--- src/rtl/regfile_writeback_arbiter_if.sv ---
// rtl/regfile_writeback_arbiter_if.sv - producer, register-file write and hazard signals of the writeback arbiter
interface regfile_writeback_arbiter_if #(
  parameter int DATA_W     = 32,
  parameter int ADDR_W     = 5,
  parameter int FIFO_DEPTH = 4
);
  localparam int CNT_W = $clog2(FIFO_DEPTH) + 1;

  logic              p0_valid;
  logic              p0_ready;
  logic [ADDR_W-1:0] p0_rd;
  logic [DATA_W-1:0] p0_data;
  logic              p1_valid;
  logic              p1_ready;
  logic [ADDR_W-1:0] p1_rd;
  logic [DATA_W-1:0] p1_data;
  logic              wb_we;
  logic [ADDR_W-1:0] wb_rd;
  logic [DATA_W-1:0] wb_data;
  logic [31:0]       pend_mask;
  logic [CNT_W-1:0]  fifo_count;

  modport master (
    output p0_valid, p0_rd, p0_data, p1_valid, p1_rd, p1_data,
    input  p0_ready, p1_ready, wb_we, wb_rd, wb_data, pend_mask, fifo_count
  );

  modport slave (
    input  p0_valid, p0_rd, p0_data, p1_valid, p1_rd, p1_data,
    output p0_ready, p1_ready, wb_we, wb_rd, wb_data, pend_mask, fifo_count
  );
endinterface

--- src/rtl/regfile_writeback_arbiter.sv ---
// rtl/regfile_writeback_arbiter.sv - merges ALU and buffered load/muldiv results onto the register-file write port
// Also exports the pending-write mask consumed by the hazard unit.
module regfile_writeback_arbiter #(
  parameter int DATA_W       = 32,
  parameter int ADDR_W       = 5,
  parameter int FIFO_DEPTH   = 4,
  parameter int STARVE_LIMIT = 3
) (
  input logic                       clk,
  input logic                       rst,
  regfile_writeback_arbiter_if.slave bus
);
  localparam int PTR_W = $clog2(FIFO_DEPTH);
  localparam int CNT_W = PTR_W + 1;
  localparam int SC_W  = $clog2(STARVE_LIMIT + 1);
  localparam logic [CNT_W-1:0] FULL_CNT = CNT_W'(FIFO_DEPTH);
  localparam logic [SC_W-1:0]  SC_MAX   = SC_W'(STARVE_LIMIT);

  logic [ADDR_W-1:0] r_mem_rd   [FIFO_DEPTH];
  logic [DATA_W-1:0] r_mem_data [FIFO_DEPTH];
  logic [PTR_W-1:0]  r_wr_ptr;
  logic [PTR_W-1:0]  r_rd_ptr;
  logic [CNT_W-1:0]  r_count;
  logic [SC_W-1:0]   r_starve;
  logic              r_wb_we;
  logic [ADDR_W-1:0] r_wb_rd;
  logic [DATA_W-1:0] r_wb_data;

  logic              w_empty;
  logic              w_full;
  logic              w_force;
  logic              w_grant_p0;
  logic              w_grant_fifo;
  logic              w_push;
  logic [ADDR_W-1:0] w_sel_rd;
  logic [DATA_W-1:0] w_sel_data;
  logic [31:0]       w_pend;

  assign w_empty = (r_count == '0);
  assign w_full  = (r_count == FULL_CNT);
  // A starved FIFO head pre-empts the ALU; otherwise the ALU always wins.
  assign w_force      = !w_empty && (r_starve == SC_MAX);
  assign w_grant_p0   = !w_force && bus.p0_valid;
  assign w_grant_fifo = !w_empty && (w_force || !bus.p0_valid);
  assign w_push       = bus.p1_valid && !w_full;

  assign w_sel_rd   = w_grant_fifo ? r_mem_rd[r_rd_ptr]   : bus.p0_rd;
  assign w_sel_data = w_grant_fifo ? r_mem_data[r_rd_ptr] : bus.p0_data;

  always_ff @(posedge clk) begin
    if (w_push) begin
      r_mem_rd[r_wr_ptr]   <= bus.p1_rd;
      r_mem_data[r_wr_ptr] <= bus.p1_data;
    end
  end

  always_ff @(posedge clk or posedge rst) begin
    if (rst) begin
      r_wr_ptr  <= '0;
      r_rd_ptr  <= '0;
      r_count   <= '0;
      r_starve  <= '0;
      r_wb_we   <= 1'b0;
      r_wb_rd   <= '0;
      r_wb_data <= '0;
    end else begin
      if (w_push) begin
        r_wr_ptr <= r_wr_ptr + 1'b1;
      end
      if (w_grant_fifo) begin
        r_rd_ptr <= r_rd_ptr + 1'b1;
      end
      case ({w_push, w_grant_fifo})
        2'b10:   r_count <= r_count + 1'b1;
        2'b01:   r_count <= r_count - 1'b1;
        default: r_count <= r_count;
      endcase

      if (w_grant_fifo || w_empty) begin
        r_starve <= '0;
      end else if (r_starve != SC_MAX) begin
        r_starve <= r_starve + 1'b1;
      end

      if (w_grant_p0 || w_grant_fifo) begin
        r_wb_we   <= (w_sel_rd != '0);
        r_wb_rd   <= w_sel_rd;
        r_wb_data <= w_sel_data;
      end else begin
        r_wb_we   <= 1'b0;
        r_wb_rd   <= '0;
        r_wb_data <= '0;
      end
    end
  end

  // Entry i is live when its distance from the read pointer is below the occupancy.
  always_comb begin : pend_calc
    logic [PTR_W-1:0] v_off;
    v_off  = '0;
    w_pend = '0;
    for (int i = 0; i < FIFO_DEPTH; i++) begin
      v_off = PTR_W'(i) - r_rd_ptr;
      if ({1'b0, v_off} < r_count) begin
        w_pend[r_mem_rd[i]] = 1'b1;
      end
    end
    if (r_wb_we) begin
      w_pend[r_wb_rd] = 1'b1;
    end
    w_pend[0] = 1'b0;
  end

  assign bus.p0_ready   = !w_force;
  assign bus.p1_ready   = !w_full;
  assign bus.wb_we      = r_wb_we;
  assign bus.wb_rd      = r_wb_rd;
  assign bus.wb_data    = r_wb_data;
  assign bus.pend_mask  = w_pend;
  assign bus.fifo_count = r_count;
endmodule

--- src/flat_wrapper.sv ---
// flat-port wrapper written by rule: the top's interface ports become plain ports
module regfile_writeback_arbiter_flat 
#(
  parameter int DATA_W       = 32,
  parameter int ADDR_W       = 5,
  parameter int FIFO_DEPTH   = 4,
  parameter int STARVE_LIMIT = 3
)
  (clk, rst, bus_p0_valid, bus_p0_rd, bus_p0_data, bus_p1_valid, bus_p1_rd, bus_p1_data, bus_p0_ready, bus_p1_ready, bus_wb_we, bus_wb_rd, bus_wb_data, bus_pend_mask, bus_fifo_count);
  regfile_writeback_arbiter_if #(.DATA_W(DATA_W), .ADDR_W(ADDR_W), .FIFO_DEPTH(FIFO_DEPTH)) bus_i ();
  input logic clk;
  input logic rst;
  input wire logic [$bits(bus_i.p0_valid)-1:0] bus_p0_valid;
  input wire logic [$bits(bus_i.p0_rd)-1:0] bus_p0_rd;
  input wire logic [$bits(bus_i.p0_data)-1:0] bus_p0_data;
  input wire logic [$bits(bus_i.p1_valid)-1:0] bus_p1_valid;
  input wire logic [$bits(bus_i.p1_rd)-1:0] bus_p1_rd;
  input wire logic [$bits(bus_i.p1_data)-1:0] bus_p1_data;
  output wire logic [$bits(bus_i.p0_ready)-1:0] bus_p0_ready;
  output wire logic [$bits(bus_i.p1_ready)-1:0] bus_p1_ready;
  output wire logic [$bits(bus_i.wb_we)-1:0] bus_wb_we;
  output wire logic [$bits(bus_i.wb_rd)-1:0] bus_wb_rd;
  output wire logic [$bits(bus_i.wb_data)-1:0] bus_wb_data;
  output wire logic [$bits(bus_i.pend_mask)-1:0] bus_pend_mask;
  output wire logic [$bits(bus_i.fifo_count)-1:0] bus_fifo_count;
  assign bus_i.p0_valid = bus_p0_valid;
  assign bus_i.p0_rd = bus_p0_rd;
  assign bus_i.p0_data = bus_p0_data;
  assign bus_i.p1_valid = bus_p1_valid;
  assign bus_i.p1_rd = bus_p1_rd;
  assign bus_i.p1_data = bus_p1_data;
  assign bus_p0_ready = bus_i.p0_ready;
  assign bus_p1_ready = bus_i.p1_ready;
  assign bus_wb_we = bus_i.wb_we;
  assign bus_wb_rd = bus_i.wb_rd;
  assign bus_wb_data = bus_i.wb_data;
  assign bus_pend_mask = bus_i.pend_mask;
  assign bus_fifo_count = bus_i.fifo_count;
  regfile_writeback_arbiter #(.DATA_W(DATA_W), .ADDR_W(ADDR_W), .FIFO_DEPTH(FIFO_DEPTH), .STARVE_LIMIT(STARVE_LIMIT)) u_core (.clk(clk), .rst(rst), .bus(bus_i));
endmodule
--- config.mk ---
export PLATFORM = sky130hd
export DESIGN_NAME = regfile_writeback_arbiter_flat
export DESIGN_NICKNAME = d
export VERILOG_FILES = /design/src/rtl/regfile_writeback_arbiter_if.sv /design/src/rtl/regfile_writeback_arbiter.sv /design/src/flat_wrapper.sv
export SDC_FILE = /design/constraint.sdc
export NUM_CORES = 1
export LEC_CHECK = 0
export BUFFER_PORTS_ARGS = -buffer_cell sky130_fd_sc_hd__buf_2
export CAP_MARGIN = 30
export CELL_PAD_IN_SITES_DETAIL_PLACEMENT = 1
export CELL_PAD_IN_SITES_GLOBAL_PLACEMENT = 2
export CORE_UTILIZATION = 35
export DETAILED_ROUTE_END_ITERATION = 16
export HOLD_SLACK_MARGIN = 0.06
export PLACE_DENSITY = 0.79
export SYNTH_ARGS = -nofsm -noshare
export SYNTH_HDL_FRONTEND = slang
export SYNTH_SLANG_ARGS = --single-unit
export TNS_END_PERCENT = 5
--- constraint.sdc ---
create_clock -name clk -period 2.5 [get_ports clk]
set_input_delay 0.25 -clock clk [delete_from_list [all_inputs] [get_ports clk]]
set_output_delay 0.25 -clock clk [all_outputs]
set_load 0.02 [all_outputs]
==> metrics.md <==
| Metric | Value |
|---|---|
| Run status | `finished, violations left` |
| Failing checks | `setup timing` |
| Residual DRC | `0` |
| Syn_nets | `between 700 and 800` |
| Main combinational cell family by area after synthesis | `simple AND/OR/NAND/NOR gates` |
| Area share of and/or/nand/nor cells after synthesis | `0.119` |
| Period utilisation layout | `1.14` |
| Data arrival time of the critical path | `2.59 ns` |
| Global placer's final weighted congestion | `0.909` |
| Nets | `982` |
| Synthesized-area fraction occupied by ao, oa, aoi and oai cells | `0.102` |
| Clock Skew | `0.0162 ns` |
| Wire length of the first global-routing pass | `40.7 mm` |
| Site row count | `58` |
| Async set or reset register ratio after synthesis | `0.241` |
| Synthesized instance count | `approximately 660` |
| Aggregate global-route resource usage | `0.209` |
| IO Port Bufs | `151` |
| Number of placed I/O pins | `153` |
| Overall die area | `0.0261 mm^2` |
| VDD IR-drop max | `0.635 mV` |
| Power per cell area | `1150 mW/mm^2` |
| CTS tree | `yes` |
| Via count of the first global-routing pass | `7023` |
| Worst-path maximum fanout | `4` |
| Top cells by area, synth | `sky130_fd_sc_hd__edfxtp_1 50%, sky130_fd_sc_hd__dfrtp_1 13%, sky130_fd_sc_hd__mux4_2 9.3%` |
| Clock latency on the worst-skew pair | `0.43 ns` |
| Clock transition at the register clock pins on the worst setup and hold paths after CTS | `around 0.08 ns` |
| Via count | `6594` |
| Die height | `162 um` |
| Largest net degree at the start of global routing | `39` |
| Critical path startpoint category | `register` |
| Min-delay worst type | `primary input to register` |
| Worst hold slack after final layout | `0.102 ns` |
| Unrepaired setup endpoints after global routing | `yes` |
| Num CTS Buffers | `17` |
| Top-count cell post-synth | `sky130_fd_sc_hd__edfxtp_1` |
| Yosys Warn Count | `0` |
| Total wirelength of the detailed-routed design | `26.8 mm` |
| Max Clock Freq | `352 MHz` |
| EDFF count, synth | `148` |
| Post-synthesis xor/xnor area fraction | `0.00687` |
| Number of cells after detailed placement | `1135` |
| Antenna violation net count after detailed routing | `0` |
| Number of synthesized register bits | `195` |
| Initial antenna violation count | `2` |
| Reg-to-reg slack, setup | `0.13 ns` |
| Mux contribution to synthesized area | `0.0967` |
| Post-layout min period | `2.84 ns` |
| List of most frequent post-synthesis cells | `148 x sky130_fd_sc_hd__edfxtp_1, 93 x sky130_fd_sc_hd__nand2_1, 47 x sky130_fd_sc_hd__dfrtp_1` |
| Required time of the worst setup path | `between 2 and 2.5 ns` |
| Fill cells | `2670` |
| PnR worst setup slack | `-0.344 ns` |
| Number of H-tree branching levels | `4` |
| Sequential-to-total area share from yosys stat | `0.630` |
| Iter 0 DRT Violations | `303` |
| Clock sinks | `195` |
| Max Cap Violations | `0` |
| Fraction of final layout cells sized beyond drive strength 1 | `0.334` |
| Worst slew slack as a fraction of its limit | `0.450` |
| Primary FF master, synth | `sky130_fd_sc_hd__edfxtp_1` |
| CP Launch Point | `u_core.r_rd_ptr[1]` |
| Total congestion overflow | `0` |
| Via/cell ratio | `5.33` |
| End point of the critical path | `bus_pend_mask[2]` |
| Top cell type by total area after synthesis | `sky130_fd_sc_hd__edfxtp_1` |
| Post-Synthesis Cell Area | `0.00893 mm^2` |
| Number of pins exceeding their max-slew limit in the final report | `0` |
| Maximum count of clock buffers along a single path | `2` |
| Worst Max-Slew Pin Slew | `0.824 ns` |
| Worst-case reg-to-reg path depth | `8` |
| Layout area overhead | `31.5%` |
| Effective utilization at floorplan | `0.356` |
| Per-cell routed wire length | `21.6 um` |
| Worst setup EP type | `output pin` |
| Non-filler instance count after layout | `1238` |
| Endpoint of the worst register-to-register path | `u_core.bus.fifo_count[1]` |
| Adder-cell share of the synthesized area | `0.0163` |
| Final Setup Violations | `31` |
| Leakage power figure | `4.59 nW` |
| Pre-CTS worst setup slack | `0.00868 ns` |
| First-pass DRT Iterations | `5` |
| Library cell used as clock root buffer | `sky130_fd_sc_hd__clkbuf_16` |
| Horizontal extent of the die | `~160 um` |
| Mean cell area of the mapped netlist | `~14 um^2` |
| Detailed placement HPWL | `18.0 mm` |
| Type of the worst setup path | `register to output pin` |
| Final hold violation count | `0` |
| Worst flop-to-flop path startpoint | `u_core.bus.fifo_count[0]` |
| Number of library cell types mapped by synthesis | `61` |
| Area inside the core boundary | `0.0251 mm^2` |
| Post-synth top area share | `0.498` |
## cell families (layout without fill, tap and decap cells)
group	count (synthesis)	in the layout
flip-flops	195	195
AND/OR/NAND/NOR	212	212
multiplexers	40	40
XOR/XNOR	7	7
AO/OA/AOI/OAI	132	132
other	1	3
adder cells (fa/ha/maj)	11	11
buffers and inverters	58	308
## cells in the final DEF, fill, tap and decap left out, types with 5 or more instances in the layout
cell type	instances
sky130_fd_sc_hd__clkbuf_16	18
sky130_fd_sc_hd__inv_1	16
sky130_fd_sc_hd__a21oi_1	33
sky130_fd_sc_hd__inv_6	5
sky130_fd_sc_hd__buf_2	137
sky130_fd_sc_hd__and3_1	5
sky130_fd_sc_hd__ha_1	9
sky130_fd_sc_hd__nand3_1	6
sky130_fd_sc_hd__o32a_1	6
sky130_fd_sc_hd__a22o_1	5
sky130_fd_sc_hd__dfrtp_1	45
sky130_fd_sc_hd__edfxtp_1	148
sky130_fd_sc_hd__buf_12	5
sky130_fd_sc_hd__nor3b_1	8
sky130_fd_sc_hd__xnor2_1	5
sky130_fd_sc_hd__o21ai_0	12
sky130_fd_sc_hd__o31ai_1	6
sky130_fd_sc_hd__nor2_1	23
sky130_fd_sc_hd__nand3b_1	6
sky130_fd_sc_hd__nor3_1	14
sky130_fd_sc_hd__mux4_2	37
sky130_fd_sc_hd__buf_4	42
sky130_fd_sc_hd__nand2_1	93
sky130_fd_sc_hd__o211ai_1	9
sky130_fd_sc_hd__a211o_1	11
sky130_fd_sc_hd__o22ai_1	14
sky130_fd_sc_hd__nand3_2	5
sky130_fd_sc_hd__or3_1	17
sky130_fd_sc_hd__buf_6	5
sky130_fd_sc_hd__a22oi_1	6
sky130_fd_sc_hd__dlygate4sd3_1	67
sky130_fd_sc_hd__nand2b_1	8
## repair_timing
item,4_1_cts,5_1_grt
setup endpoints to repair,31,32
pin swaps,14,9
cloned,0,0
buffers inserted,1,1
hold buffers,67,0
hold endpoints to repair,186,0
resized for setup,38,11
## layout make-up
cell class	instances	area (um^2)	area share
clock inverter	14	130	0.0111
timing repair buffer	256	1830	0.156
multi-input combinational	403	3220	0.274
tap	330	413	0.0352
sequential	195	5620	0.479
clock buffer	18	450	0.0384
inverter	20	75.1	0.00639
antenna	2	5.00	0.000426
## metal layers
layer	up-vias	GRT usage	routed length [um]
met2	227	0.369	13500
met3	47	0.0455	1430
li1	2994	-	-
met4	0	0.0750	758
met1	3326	0.252	11100
met5	-	0	0
## through the flow
| stage | util | power [mW] | TNS [ns] | cell area (um^2) |
|---|---|---|---|---|
| after floorplan | - | 8.46 | -0.467 | 8960 |
| after global placement | 0.409 | 10.3 | 0 | 10300 |
| final | 0.468 | 13.5 | -7.26 | 11700 |
| after detailed placement | 0.409 | 10.4 | 0 | 10300 |
| after global routing | 0.468 | 14.1 | -10.41 | 11700 |
| after CTS | 0.465 | 13.5 | -6.91 | 11700 |
## report_power, final
part           total [mW]  internal, mW  switching (mW)
registers            4.80          4.39           0.413
clock network        2.66          1.38            1.27
logic                5.99          2.41            3.57
## how the worst min path moves through the flow
stage                    start                       to  slack, ns  cells after the start
2_1_floorplan   bus_p1_data[0]  u_core.r_mem_data[0][0]       0.35                      0
5_1_grt        bus_p0_data[15]   u_core.bus.wb_data[15]       0.09                      3
3_5_place_dp               rst   u_core.bus.wb_data[31]       0.19                      2
6_report          bus_p0_rd[0]      u_core.bus.wb_rd[0]       0.10                      3
4_1_cts         bus_p0_data[9]    u_core.bus.wb_data[9]       0.08                      3
3_3_place_gp               rst   u_core.bus.wb_data[31]       0.18                      2
## worst max-delay path, stage by stage (launching register included)
cell and delay [ns]:
sky130_fd_sc_hd__dfrtp_2 0.44, sky130_fd_sc_hd__xor2_2 0.19, sky130_fd_sc_hd__ha_1 0.32, sky130_fd_sc_hd__a21o_1 0.21, sky130_fd_sc_hd__a21oi_2 0.11, sky130_fd_sc_hd__and3_4 0.19, sky130_fd_sc_hd__or4b_4 0.55, sky130_fd_sc_hd__buf_6 0.15
## registers in the layout (all words and copies together), names as in the netlist
signal and count:
u_core.r_rd_ptr 2, u_core.bus.wb_data 32, u_core.bus.wb_rd 5, u_core.r_starve 2, u_core.r_mem_data 128, u_core.r_wr_ptr 2
u_core.bus.wb_we 1, u_core.bus.fifo_count 3, u_core.r_mem_rd 20
No activity file was read; power rests on OpenSTA's default activity.
